==> config.mk <==
export PLATFORM = sky130hd
export DESIGN_NAME = fluid_dose_sequencer_flat
export DESIGN_NICKNAME = d
export VERILOG_FILES = /design/src/rtl/fluid_ctrl_pkg.sv /design/src/rtl/fluid_dose_sequencer_if.sv /design/src/rtl/fluid_dur_timer.sv /design/src/rtl/fluid_dose_sequencer.sv /design/src/flat_wrapper.sv
export SDC_FILE = /design/constraint.sdc
export NUM_CORES = 1
export LEC_CHECK = 0
export CAP_MARGIN = 40
export CORE_MARGIN = 4
export CORE_UTILIZATION = 50
export CTS_BUF_LIST = sky130_fd_sc_hd__clkbuf_4
export CTS_CLUSTER_DIAMETER = 80
export DETAILED_ROUTE_END_ITERATION = 8
export PLACE_DENSITY = 0.73
export SETUP_SLACK_MARGIN = 0.3
export SLEW_MARGIN = 40
export SYNTH_ARGS = -nofsm -noshare
export SYNTH_HDL_FRONTEND = slang
export SYNTH_HIERARCHICAL = 1
export SYNTH_SLANG_ARGS = --single-unit
==> constraint.sdc <==
create_clock -name clk -period 10 [get_ports clk]
set_clock_uncertainty 0.1 [all_clocks]
set_input_delay 2.5 -clock clk [delete_from_list [all_inputs] [get_ports clk]]
set_output_delay 2.5 -clock clk [all_outputs]
set_load 0.05 [all_outputs]
==> src/rtl/fluid_ctrl_pkg.sv <==
// Shared types and helpers for the fluid dose sequencer.
// Holds the controller state encoding and a width helper for channel indices.
package fluid_ctrl_pkg;

  localparam int unsigned StateW = 3;

  typedef enum logic [StateW-1:0] {
    StIdle   = 3'd0,
    StDose   = 3'd1,
    StSettle = 3'd2,
    StMix    = 3'd3,
    StFlush  = 3'd4,
    StDone   = 3'd5
  } fluid_state_e;

  // Index width that never collapses to zero for a single channel.
  function automatic int unsigned clog2_min1(input int unsigned n);
    return (n <= 1) ? 1 : $clog2(n);
  endfunction

endpackage

==> src/rtl/fluid_dose_sequencer_if.sv <==
// Control/status bundle between a run initiator and the dose sequencer.
// The sequencer takes the slave side; the initiator drives the master side.
interface fluid_dose_sequencer_if #(
  parameter int unsigned NUM_SOLN = 3,
  parameter int unsigned CNT_W    = 16
);

  localparam int unsigned ChanW = fluid_ctrl_pkg::clog2_min1(NUM_SOLN);

  logic                      start;
  logic                      abort;
  logic [NUM_SOLN-1:0]       chan_mask;
  logic [NUM_SOLN*CNT_W-1:0] dose_len;
  logic [NUM_SOLN-1:0]       valve_en;
  logic                      mix_pump;
  logic                      flush_valve;
  logic                      busy;
  logic                      done;
  logic                      aborted;
  logic                      err_empty;
  logic [ChanW-1:0]          cur_chan;

  modport master (
    output start, abort, chan_mask, dose_len,
    input  valve_en, mix_pump, flush_valve, busy, done, aborted, err_empty, cur_chan
  );

  modport slave (
    input  start, abort, chan_mask, dose_len,
    output valve_en, mix_pump, flush_valve, busy, done, aborted, err_empty, cur_chan
  );

endinterface

==> src/rtl/fluid_dur_timer.sv <==
// Loadable down-counter shared by every timed phase of the sequencer.
// Loading N-1 makes expire rise on the Nth cycle after the load edge.
module fluid_dur_timer #(
  parameter int unsigned CNT_W = 16
) (
  input  logic             clk,
  input  logic             rst,
  input  logic             load,
  input  logic [CNT_W-1:0] value,
  output logic             expire
);

  logic [CNT_W-1:0] cnt_q;

  always_ff @(posedge clk) begin
    if (rst) begin
      cnt_q <= '0;
    end else if (load) begin
      cnt_q <= value;
    end else if (cnt_q != '0) begin
      cnt_q <= cnt_q - 1'b1;
    end
  end

  assign expire = (cnt_q == '0);

endmodule

==> src/rtl/fluid_dose_sequencer.sv <==
// Sequential inlet dosing controller: doses each effective channel in ascending order,
// then runs the mixer pump and the flush valve, with abort and start/done handshake.
module fluid_dose_sequencer
  import fluid_ctrl_pkg::*;
#(
  parameter int unsigned NUM_SOLN      = 3,
  parameter int unsigned CNT_W         = 16,
  parameter int unsigned SETTLE_CYCLES = 4,
  parameter int unsigned MIX_CYCLES    = 300,
  parameter int unsigned FLUSH_CYCLES  = 100
) (
  input logic                 clk,
  input logic                 rst,
  fluid_dose_sequencer_if.slave bus
);

  localparam int unsigned ChanW = clog2_min1(NUM_SOLN);

  fluid_state_e              state_q, state_d;
  logic [ChanW-1:0]          chan_q, chan_d;
  logic                      abort_flag_q, abort_flag_d;
  logic [NUM_SOLN-1:0]       mask_q;
  logic [NUM_SOLN*CNT_W-1:0] lens_q;

  logic [NUM_SOLN-1:0]       mask_src, eff_src;
  logic [NUM_SOLN*CNT_W-1:0] lens_src;
  int                        search_from;
  logic                      nxt_found;
  logic [ChanW-1:0]          nxt_idx;
  logic                      accept;
  logic                      tmr_load, tmr_expire;
  logic [CNT_W-1:0]          tmr_value;

  logic [NUM_SOLN-1:0]       valve_en_q, valve_en_d;
  logic                      mix_pump_q, mix_pump_d;
  logic                      flush_valve_q, flush_valve_d;
  logic                      busy_q, busy_d;
  logic                      done_q, done_d;
  logic                      aborted_q, aborted_d;
  logic                      err_empty_q, err_empty_d;
  logic [ChanW-1:0]          cur_chan_q, cur_chan_d;

  // In IDLE the search looks at the live inputs so the first channel is known at accept.
  assign mask_src    = (state_q == StIdle) ? bus.chan_mask : mask_q;
  assign lens_src    = (state_q == StIdle) ? bus.dose_len : lens_q;
  assign search_from = (state_q == StIdle) ? 0 : int'(chan_q) + 1;

  always_comb begin
    eff_src   = '0;
    nxt_found = 1'b0;
    nxt_idx   = '0;
    for (int i = 0; i < NUM_SOLN; i++) begin
      eff_src[i] = mask_src[i] && (lens_src[i*CNT_W +: CNT_W] != '0);
    end
    for (int i = NUM_SOLN - 1; i >= 0; i--) begin
      if (eff_src[i] && (i >= search_from)) begin
        nxt_found = 1'b1;
        nxt_idx   = ChanW'(i);
      end
    end
  end

  fluid_dur_timer #(
    .CNT_W(CNT_W)
  ) u_timer (
    .clk   (clk),
    .rst   (rst),
    .load  (tmr_load),
    .value (tmr_value),
    .expire(tmr_expire)
  );

  always_ff @(posedge clk) begin
    if (rst) begin
      state_q       <= StIdle;
      chan_q        <= '0;
      abort_flag_q  <= 1'b0;
      mask_q        <= '0;
      lens_q        <= '0;
      valve_en_q    <= '0;
      mix_pump_q    <= 1'b0;
      flush_valve_q <= 1'b0;
      busy_q        <= 1'b0;
      done_q        <= 1'b0;
      aborted_q     <= 1'b0;
      err_empty_q   <= 1'b0;
      cur_chan_q    <= '0;
    end else begin
      state_q       <= state_d;
      chan_q        <= chan_d;
      abort_flag_q  <= abort_flag_d;
      if (accept) begin
        mask_q <= bus.chan_mask;
        lens_q <= bus.dose_len;
      end
      valve_en_q    <= valve_en_d;
      mix_pump_q    <= mix_pump_d;
      flush_valve_q <= flush_valve_d;
      busy_q        <= busy_d;
      done_q        <= done_d;
      aborted_q     <= aborted_d;
      err_empty_q   <= err_empty_d;
      cur_chan_q    <= cur_chan_d;
    end
  end

  always_comb begin
    state_d      = state_q;
    chan_d       = chan_q;
    abort_flag_d = abort_flag_q;
    accept       = 1'b0;
    unique case (state_q)
      StIdle: begin
        if (bus.start && nxt_found) begin
          accept       = 1'b1;
          state_d      = StDose;
          chan_d       = nxt_idx;
          abort_flag_d = 1'b0;
        end
      end
      StDose, StSettle, StMix: begin
        if (bus.abort) begin
          state_d      = StFlush;
          abort_flag_d = 1'b1;
        end else if (tmr_expire) begin
          if (state_q == StDose) begin
            state_d = nxt_found ? StSettle : StMix;
          end else if (state_q == StSettle) begin
            state_d = StDose;
            chan_d  = nxt_idx;
          end else begin
            state_d = StFlush;
          end
        end
      end
      StFlush: if (tmr_expire) state_d = StDone;
      StDone:  state_d = StIdle;
      default: state_d = StIdle;
    endcase
  end

  // Every phase change reloads the shared timer with the new phase length minus one.
  always_comb begin
    tmr_load  = (state_d != state_q);
    tmr_value = '0;
    case (state_d)
      StDose:   tmr_value = lens_src[int'(chan_d)*CNT_W +: CNT_W] - 1'b1;
      StSettle: tmr_value = CNT_W'(SETTLE_CYCLES - 1);
      StMix:    tmr_value = CNT_W'(MIX_CYCLES - 1);
      StFlush:  tmr_value = CNT_W'(FLUSH_CYCLES - 1);
      default:  tmr_value = '0;
    endcase
  end

  // Outputs decode the next state so they are registered yet aligned with it.
  always_comb begin
    valve_en_d    = '0;
    if (state_d == StDose) valve_en_d[chan_d] = 1'b1;
    mix_pump_d    = (state_d == StMix);
    flush_valve_d = (state_d == StFlush);
    busy_d        = (state_d == StDose) || (state_d == StSettle) ||
                    (state_d == StMix) || (state_d == StFlush);
    done_d        = (state_d == StDone);
    aborted_d     = (state_d == StDone) && abort_flag_d;
    err_empty_d   = (state_q == StIdle) && bus.start && !nxt_found;
    cur_chan_d    = ((state_d == StDose) || (state_d == StSettle)) ? chan_d : '0;
  end

  assign bus.valve_en    = valve_en_q;
  assign bus.mix_pump    = mix_pump_q;
  assign bus.flush_valve = flush_valve_q;
  assign bus.busy        = busy_q;
  assign bus.done        = done_q;
  assign bus.aborted     = aborted_q;
  assign bus.err_empty   = err_empty_q;
  assign bus.cur_chan    = cur_chan_q;

endmodule

==> src/flat_wrapper.sv <==
// flat-port wrapper written by rule: the top's interface ports become plain ports
module fluid_dose_sequencer_flat import fluid_ctrl_pkg::*;
#(
  parameter int unsigned NUM_SOLN      = 3,
  parameter int unsigned CNT_W         = 16,
  parameter int unsigned SETTLE_CYCLES = 4,
  parameter int unsigned MIX_CYCLES    = 300,
  parameter int unsigned FLUSH_CYCLES  = 100
)
  (clk, rst, bus_start, bus_abort, bus_chan_mask, bus_dose_len, bus_valve_en, bus_mix_pump, bus_flush_valve, bus_busy, bus_done, bus_aborted, bus_err_empty, bus_cur_chan);
  fluid_dose_sequencer_if #(.NUM_SOLN(NUM_SOLN), .CNT_W(CNT_W)) bus_i ();
  input logic clk;
  input logic rst;
  input wire logic [$bits(bus_i.start)-1:0] bus_start;
  input wire logic [$bits(bus_i.abort)-1:0] bus_abort;
  input wire logic [$bits(bus_i.chan_mask)-1:0] bus_chan_mask;
  input wire logic [$bits(bus_i.dose_len)-1:0] bus_dose_len;
  output wire logic [$bits(bus_i.valve_en)-1:0] bus_valve_en;
  output wire logic [$bits(bus_i.mix_pump)-1:0] bus_mix_pump;
  output wire logic [$bits(bus_i.flush_valve)-1:0] bus_flush_valve;
  output wire logic [$bits(bus_i.busy)-1:0] bus_busy;
  output wire logic [$bits(bus_i.done)-1:0] bus_done;
  output wire logic [$bits(bus_i.aborted)-1:0] bus_aborted;
  output wire logic [$bits(bus_i.err_empty)-1:0] bus_err_empty;
  output wire logic [$bits(bus_i.cur_chan)-1:0] bus_cur_chan;
  assign bus_i.start = bus_start;
  assign bus_i.abort = bus_abort;
  assign bus_i.chan_mask = bus_chan_mask;
  assign bus_i.dose_len = bus_dose_len;
  assign bus_valve_en = bus_i.valve_en;
  assign bus_mix_pump = bus_i.mix_pump;
  assign bus_flush_valve = bus_i.flush_valve;
  assign bus_busy = bus_i.busy;
  assign bus_done = bus_i.done;
  assign bus_aborted = bus_i.aborted;
  assign bus_err_empty = bus_i.err_empty;
  assign bus_cur_chan = bus_i.cur_chan;
  fluid_dose_sequencer #(.NUM_SOLN(NUM_SOLN), .CNT_W(CNT_W), .SETTLE_CYCLES(SETTLE_CYCLES), .MIX_CYCLES(MIX_CYCLES), .FLUSH_CYCLES(FLUSH_CYCLES)) u_core (.clk(clk), .rst(rst), .bus(bus_i));
endmodule
==> impl_metrics.ini, run 1 <==
[floorplan]
die_w_um = 109
die_y_um = 109
dieArea_mm2 = 0.0119
coreArea_mm2 = 0.00986
rows = 36
design.portCount = 66
start_util_pct = 51.9

[sta]
finalSetupTns_ns = 0
worst_pin_slew_ns = 0.781
min_period_ns = 6.66
rsz0062_at_grt = no
slew_viol_final = 0
setup_viol = 0
finalCritPeriodShare_pct = 66.6
hold_viol = 0
max_freq_mhz = 150
max_slew_margin_pct = 47.9

[clock_network]
htree_levels = 3
root_buffer = clkbuf_4
clkTransAtPathRegs_ns = 0.13
numClockSinks = 84
cts_setup_buffers = 0
cts_hold_buf = 0
numCtsBuffers = 9
cts.path.max_buffers = 2
cts_tree = yes
clock_latency_ns = 0.47
cts_resized = 0

[yosys]
syn_avg_cell_area_um2 = 8.15
synth.area.top_cells = dfxtp_1 (33%), nand2_1 (7.8%), a22o_1 (7.7%)
ys_seq_elements = 84
yosys.area.top_type = dfxtp_1
async_reset_ff_share_pct = 0
synth_cells = 629
yosys.area_share.simple_pct = 28.1
synth_top_family_by_area = simple AND/OR/NAND/NOR gates
synthAdderAreaFrac_pct = 0.733
seq_area_frac_synth_pct = 32.8
yosysUniqueCellTypes = 84
yosysWarnings = 6
synthFlopType = dfxtp_1
synth-compound-area-share_pct = 25.8
synth_mux_area_share_pct = 5.76
yosys.area.top_type_share_pct = 32.8
synth_xor_area_share_pct = 2.56
syn_area_mm2 = 0.00512
synth_edf_count = 0
synth_nets = 687

[pwr]
p_switching_uw = 613
p_clk_share_pct = 15.8
power.density_mw_per_mm2 = 229
intPower_uw = 758
peakVddDrop_mv = 0.123
p_sw_share_pct = 44.7
power.total_mw = 1.37
leakage_nw = 2.25
power_frac_seq_pct = 32.5
combPwrFrac_pct = 51.7

[setup_path]
rr_startpoint = u_core/u_timer/cnt_q[0]
worst-endpoint-arrival_ns = 6.94
r2r-end = u_core/u_timer/cnt_q[14]
crit_end = u_core/u_timer/cnt_q[15]
worstSetupEndpointType = flip-flop
crit_start = bus_dose_len[0]
crit_fanout = 34
worst_ep_required_time_ns = 10.28
crit_path_start_kind = input pin
reg2reg_depth = 19
crit_type = in2reg
ff2ff_setup_slack_ns = 4.43

[grt]
grt_max_degree = 53
overflow = 0
grt_pass1_wl_mm = 26.9
grt_use_total_pct = 29.9
grt_pass1_vias = 4933
grt_antenna_before_repair = 0

[layout]
layout.nets = 731
syn2layout_area_growth_pct = 16.7
final.fill_count = 855
layout_common_cells = nand2_1 (107), dfxtp_1 (84), clkdlybuf4s50_1 (65)
diodes = 0
drive_above_1_share_pct = 7.83
layout_commonest_cell = nand2_1

[detailed_routing]
first_pass_iters = 6
drt_iter0_drc = 763
vias = 5263
postRouteAntennaNets = 0
drc = 0
drt-total-wl_mm = 17.4
wl_per_cell_um = 21.5
vias_per_cell = 6.50

[placed_design]
place.detailed.hpwl_mm = 12.9
routabilityCongestion = 1.02
io_buffers = 65

[status]
status = finished, final reports clean

[worst_hold_path]
hp-class = reg2reg

[flow_run]
maxCapViolations = 0
[final cells by class]
type | count | area (um^2) | share of cell area, %
Multi-Input combinational cell | 498 | 3250 | 54.3
Clock inverter | 6 | 80.1 | 1.34
Clock buffer | 9 | 67.6 | 1.13
Sequential cell | 84 | 1680 | 28.1
Inverter | 7 | 26.3 | 0.439
Tap cell | 133 | 166 | 2.78
Timing Repair Buffer | 73 | 711 | 11.9
[cells in the mapped netlist (all sizes together) (2+ instances only)]
master,n
nand2,108
dfxtp,84
a22o,45
nor2,37
nor3,34
nand3,30
a21oi,26
mux2i,25
nor4,22
o21ai,22
buf,21
clkbuf,19
o211ai,10
a31oi,8
nand2b,8
nand4,8
or4,8
xor2,8
inv,7
nor2b,7
or2,7
xnor2,7
a32oi,6
o21a,5
o22ai,5
o31a,5
a22oi,4
nand4b,4
a21o,3
a311o,3
ha,3
nor3b,3
o311a,3
a2bb2oi,2
a31o,2
mux4,2
nor4b,2
o2111ai,2
o21bai,2
o31ai,2
or3,2
[registers in the layout, summed over array words and instances, names as in the netlist]
signal	flops
u_core/bus.done	1
u_core/lens_q	48
u_core/chan_q	2
u_core/bus.flush_valve	1
u_core/state_q	3
u_core/u_timer/cnt_q	16
u_core/bus.aborted	1
u_core/mask_q	3
u_core/abort_flag_q	1
u_core/bus.mix_pump	1
u_core/bus.valve_en	3
u_core/bus.err_empty	1
u_core/bus.cur_chan	2
u_core/bus.busy	1
[per-stage QoR]
stage / setup slack, ns / utilization [%] / hold WS [ns] / area, um^2 / instances
finish: 3.34 / 60.6 / 0.380 / 5980 / 810
global route: 3.03 / 60.6 / 0.420 / 5980 / 810
CTS: 3.46 / 60.6 / 0.395 / 5980 / 810
detailed placement: 2.92 / 59.1 / 0.363 / 5830 / 795
global placement: 2.80 / 59.0 / 0.352 / 5820 / 795
floorplan: 4.13 / - / 0.333 / 5120 / 629
[worst max-delay path: stages]
cell and delay [ns]:
clkdlybuf4s50_1 0.47, or4_4 0.59, o311a_4 0.34, o41ai_2 0.48, nand2_2 0.55, nand2_1 0.44
a2bb2oi_2 0.32, nand4b_4 0.21, nor4_1 0.38, mux2i_1 0.12, mux2i_1 0.14, a211oi_1 0.07
a311o_1 0.32
[layer usage]
layer  part of all wire (%)  track usage (%)  vias to the layer above
li1                       -                -                     2452
met2                     43             44.1                      282
met1                     44             42.3                     2484
met5                      0                0                        -
met4                    3.5             12.0                        0
met3                    9.8             6.63                       45
[worst min-delay path by stage]
stage                        start             endpoint  slack, ns  cells past startpoint
2_1_floorplan  u_core/abort_flag_q  u_core/abort_flag_q       0.33                      1
3_3_place_gp   u_core/abort_flag_q  u_core/abort_flag_q       0.35                      1
3_5_place_dp   u_core/abort_flag_q  u_core/abort_flag_q       0.36                      1
4_1_cts        u_core/abort_flag_q  u_core/abort_flag_q       0.39                      1
5_1_grt        u_core/abort_flag_q  u_core/abort_flag_q       0.42                      1
6_report       u_core/abort_flag_q  u_core/abort_flag_q       0.38                      1
[logic make-up after synthesis]
group           after synthesis
xor+xnor                     15
simple gates                285
fa+ha+maj                     3
buf+inv                      47
compound gates              168
mux                          27
flops                        84
[power groups by stage]
stage          Clock (mW)  Sequential, mW  Combinational (mW)
2_1_floorplan           0           0.442               0.506
3_3_place_gp            0           0.449               0.673
3_5_place_dp            0           0.450               0.686
4_1_cts             0.223           0.443               0.689
5_1_grt             0.236           0.453               0.764
6_report            0.217           0.445               0.709
(Power assumes the default switching activity.)
==> inputs of run 2 (changes only) <==
Settings changed: PLACE_DENSITY 0.73 to 0.76.
Clock period 10 ns to 5.6 ns, I/O delays scaled along.
==> impl_metrics.ini, run 2 (synthesis gave the netlist of run 1 again) <==
[status]
status = finished, final reports clean

[setup_path]
worst_ep_required_time_ns = 5.87
r2r-end = u_core/u_timer/cnt_q[13]
worst-endpoint-arrival_ns = 5.51
crit_fanout = 10
crit_type = in2reg
reg2reg_depth = 21
crit_path_start_kind = input pin
rr_startpoint = u_core/u_timer/cnt_q[0]
ff2ff_setup_slack_ns = 0.49
worstSetupEndpointType = flip-flop

[detailed_routing]
vias_per_cell = 6.43
first_pass_iters = 5
drt-total-wl_mm = 18.0
wl_per_cell_um = 21.3
drt_iter0_drc = 657
postRouteAntennaNets = 0
drc = 0
vias = 5439

[grt]
grt_pass1_wl_mm = 28.2
grt.met2_usage_pct = 46.4
busiest_layer = met2
overflow = 0
grt_use_total_pct = 31.0
met1_usage_pct = 45.3
grt_pass1_vias = 5120
grt_max_degree = 47
grt_antenna_before_repair = 0
met3_usage_pct = 5.68

[layout]
layout_commonest_cell = nand2_1
layout_common_cells = nand2_1 (106), dfxtp_1 (84), clkdlybuf4s50_1 (65)
diodes = 0
reg_top3 = u_core/lens_q (48), u_core/u_timer/cnt_q (16)
stdcell_count = 846
largest_register_ffs = 48
drive_above_1_share_pct = 12.6
fin_util_pct = 63.9
final.fill_count = 889
syn2layout_area_growth_pct = 23.0
layout.nets = 766
top_register = u_core/lens_q

[placed_design]
routabilityCongestion = 1.07
io_buffers = 65
place.detailed.hpwl_mm = 13.8
placed_cells = 829

[pwr]
intPower_mw = 1.45
combPwrFrac_pct = 53.3
peakVddDrop_mv = 0.169
leakage_nw = 2.43
power.density_mw_per_mm2 = 409
p_switching_mw = 1.13
p_clk_share_pct = 15.8
power.total_mw = 2.58
p_sw_share_pct = 44.0
power_frac_seq_pct = 30.9

[sta]
hold_ws_ns = 0.389
max_freq_mhz = 191
finalSetupTns_ns = 0
min_period_ns = 5.23
max_slew_margin_pct = 54.0
hold_viol = 0
setup_viol = 0
rsz0062_at_grt = no
slew_viol_final = 0
finalCritPeriodShare_pct = 93.5
worst_pin_slew_ns = 0.690

[worst_hold_path]
min_from = u_core/abort_flag_q
whs_endpoint = u_core/abort_flag_q
whs_path_depth = 1
hp-class = reg2reg

[clock_network]
cts_tree = yes
cts_setup_buffers = 0
clkTransAtPathRegs_ns = 0.13
root_buffer = clkbuf_4
htree_levels = 3
cts.path.max_buffers = 2
numCtsBuffers = 9
clock_latency_ns = 0.45
numClockSinks = 84

[floorplan]
die_y_um = 109
die_w_um = 109
start_util_pct = 51.9
dieArea_mm2 = 0.0119
rows = 36
coreArea_mm2 = 0.00986
design.portCount = 66

[flow_run]
maxCapViolations = 0
## run 2: cell types whose count changed in the layout (fill, tap and decap cells not counted), sizes merged
cell    previous run  this run
buf                8        43
clkbuf             9        10
## run 2: power groups by stage
stage	clock (mW)	combinational, mW	sequential, mW
global route	0.444	1.48	0.809
detailed placement	0	1.32	0.805
CTS	0.415	1.33	0.792
global placement	0	1.30	0.800
floorplan	0	0.904	0.789
finish	0.408	1.38	0.796
## run 2: layout make-up
cell class / count / area (um^2) / share of cell area, %
clock inverter: 6 / 88.8 / 1.41
timing repair buffer: 108 / 998 / 15.8
tap: 133 / 166 / 2.64
multi-input combinational: 498 / 3270 / 51.8
sequential: 84 / 1680 / 26.7
clock buffer: 10 / 75.1 / 1.19
inverter: 7 / 26.3 / 0.417
## run 2: routing by layer
metal / part of all wire [%] / wire length [um]
met1: 45 / 8130
met2: 43 / 7820
met3: 9.4 / 1690
met4: 2.2 / 395
met5: 0 / 0
## run 2: how the worst max path moves through the flow
stage,slack (ns),end,depth (start not counted),from
floorplan,0.83,u_core/u_timer/cnt_q[15],13,bus_dose_len[0]
global placement,0.21,u_core/u_timer/cnt_q[8],16,bus_dose_len[6]
detailed placement,0.001,u_core/u_timer/cnt_q[13],17,bus_dose_len[1]
CTS,0.47,u_core/u_timer/cnt_q[13],17,bus_dose_len[1]
global route,0.30,u_core/u_timer/cnt_q[13],17,bus_dose_len[1]
finish,0.37,u_core/u_timer/cnt_q[13],16,bus_dose_len[1]
## run 2: worst max-delay path, cell delays in order
cell,delay [ns]
clkdlybuf4s50_1,0.48
nor4_1,0.38
nand3_1,0.23
o311a_4,0.45
o41ai_4,0.40
nand2_2,0.23
a31oi_1,0.34
o221a_2,0.28
nand3_1,0.13
buf_4,0.17
nor4_1,0.27
buf_4,0.18
mux2i_1,0.19
nand2_1,0.10
o31a_1,0.12
a22oi_1,0.14
## run 2: per-stage QoR
stage | worst slack, ns | instance area [um^2]
after floorplan | 0.832 | 5120
after global placement | 0.211 | 6100
after detailed placement | 0.00136 | 6110
after CTS | 0.474 | 6270
after global routing | 0.302 | 6300
final | 0.366 | 6300
## run 2: repair_timing
item | CTS | global route
hold buffers | 0 | 0
resized for setup | 0 | 4
setup endpoints to repair | 0 | 8
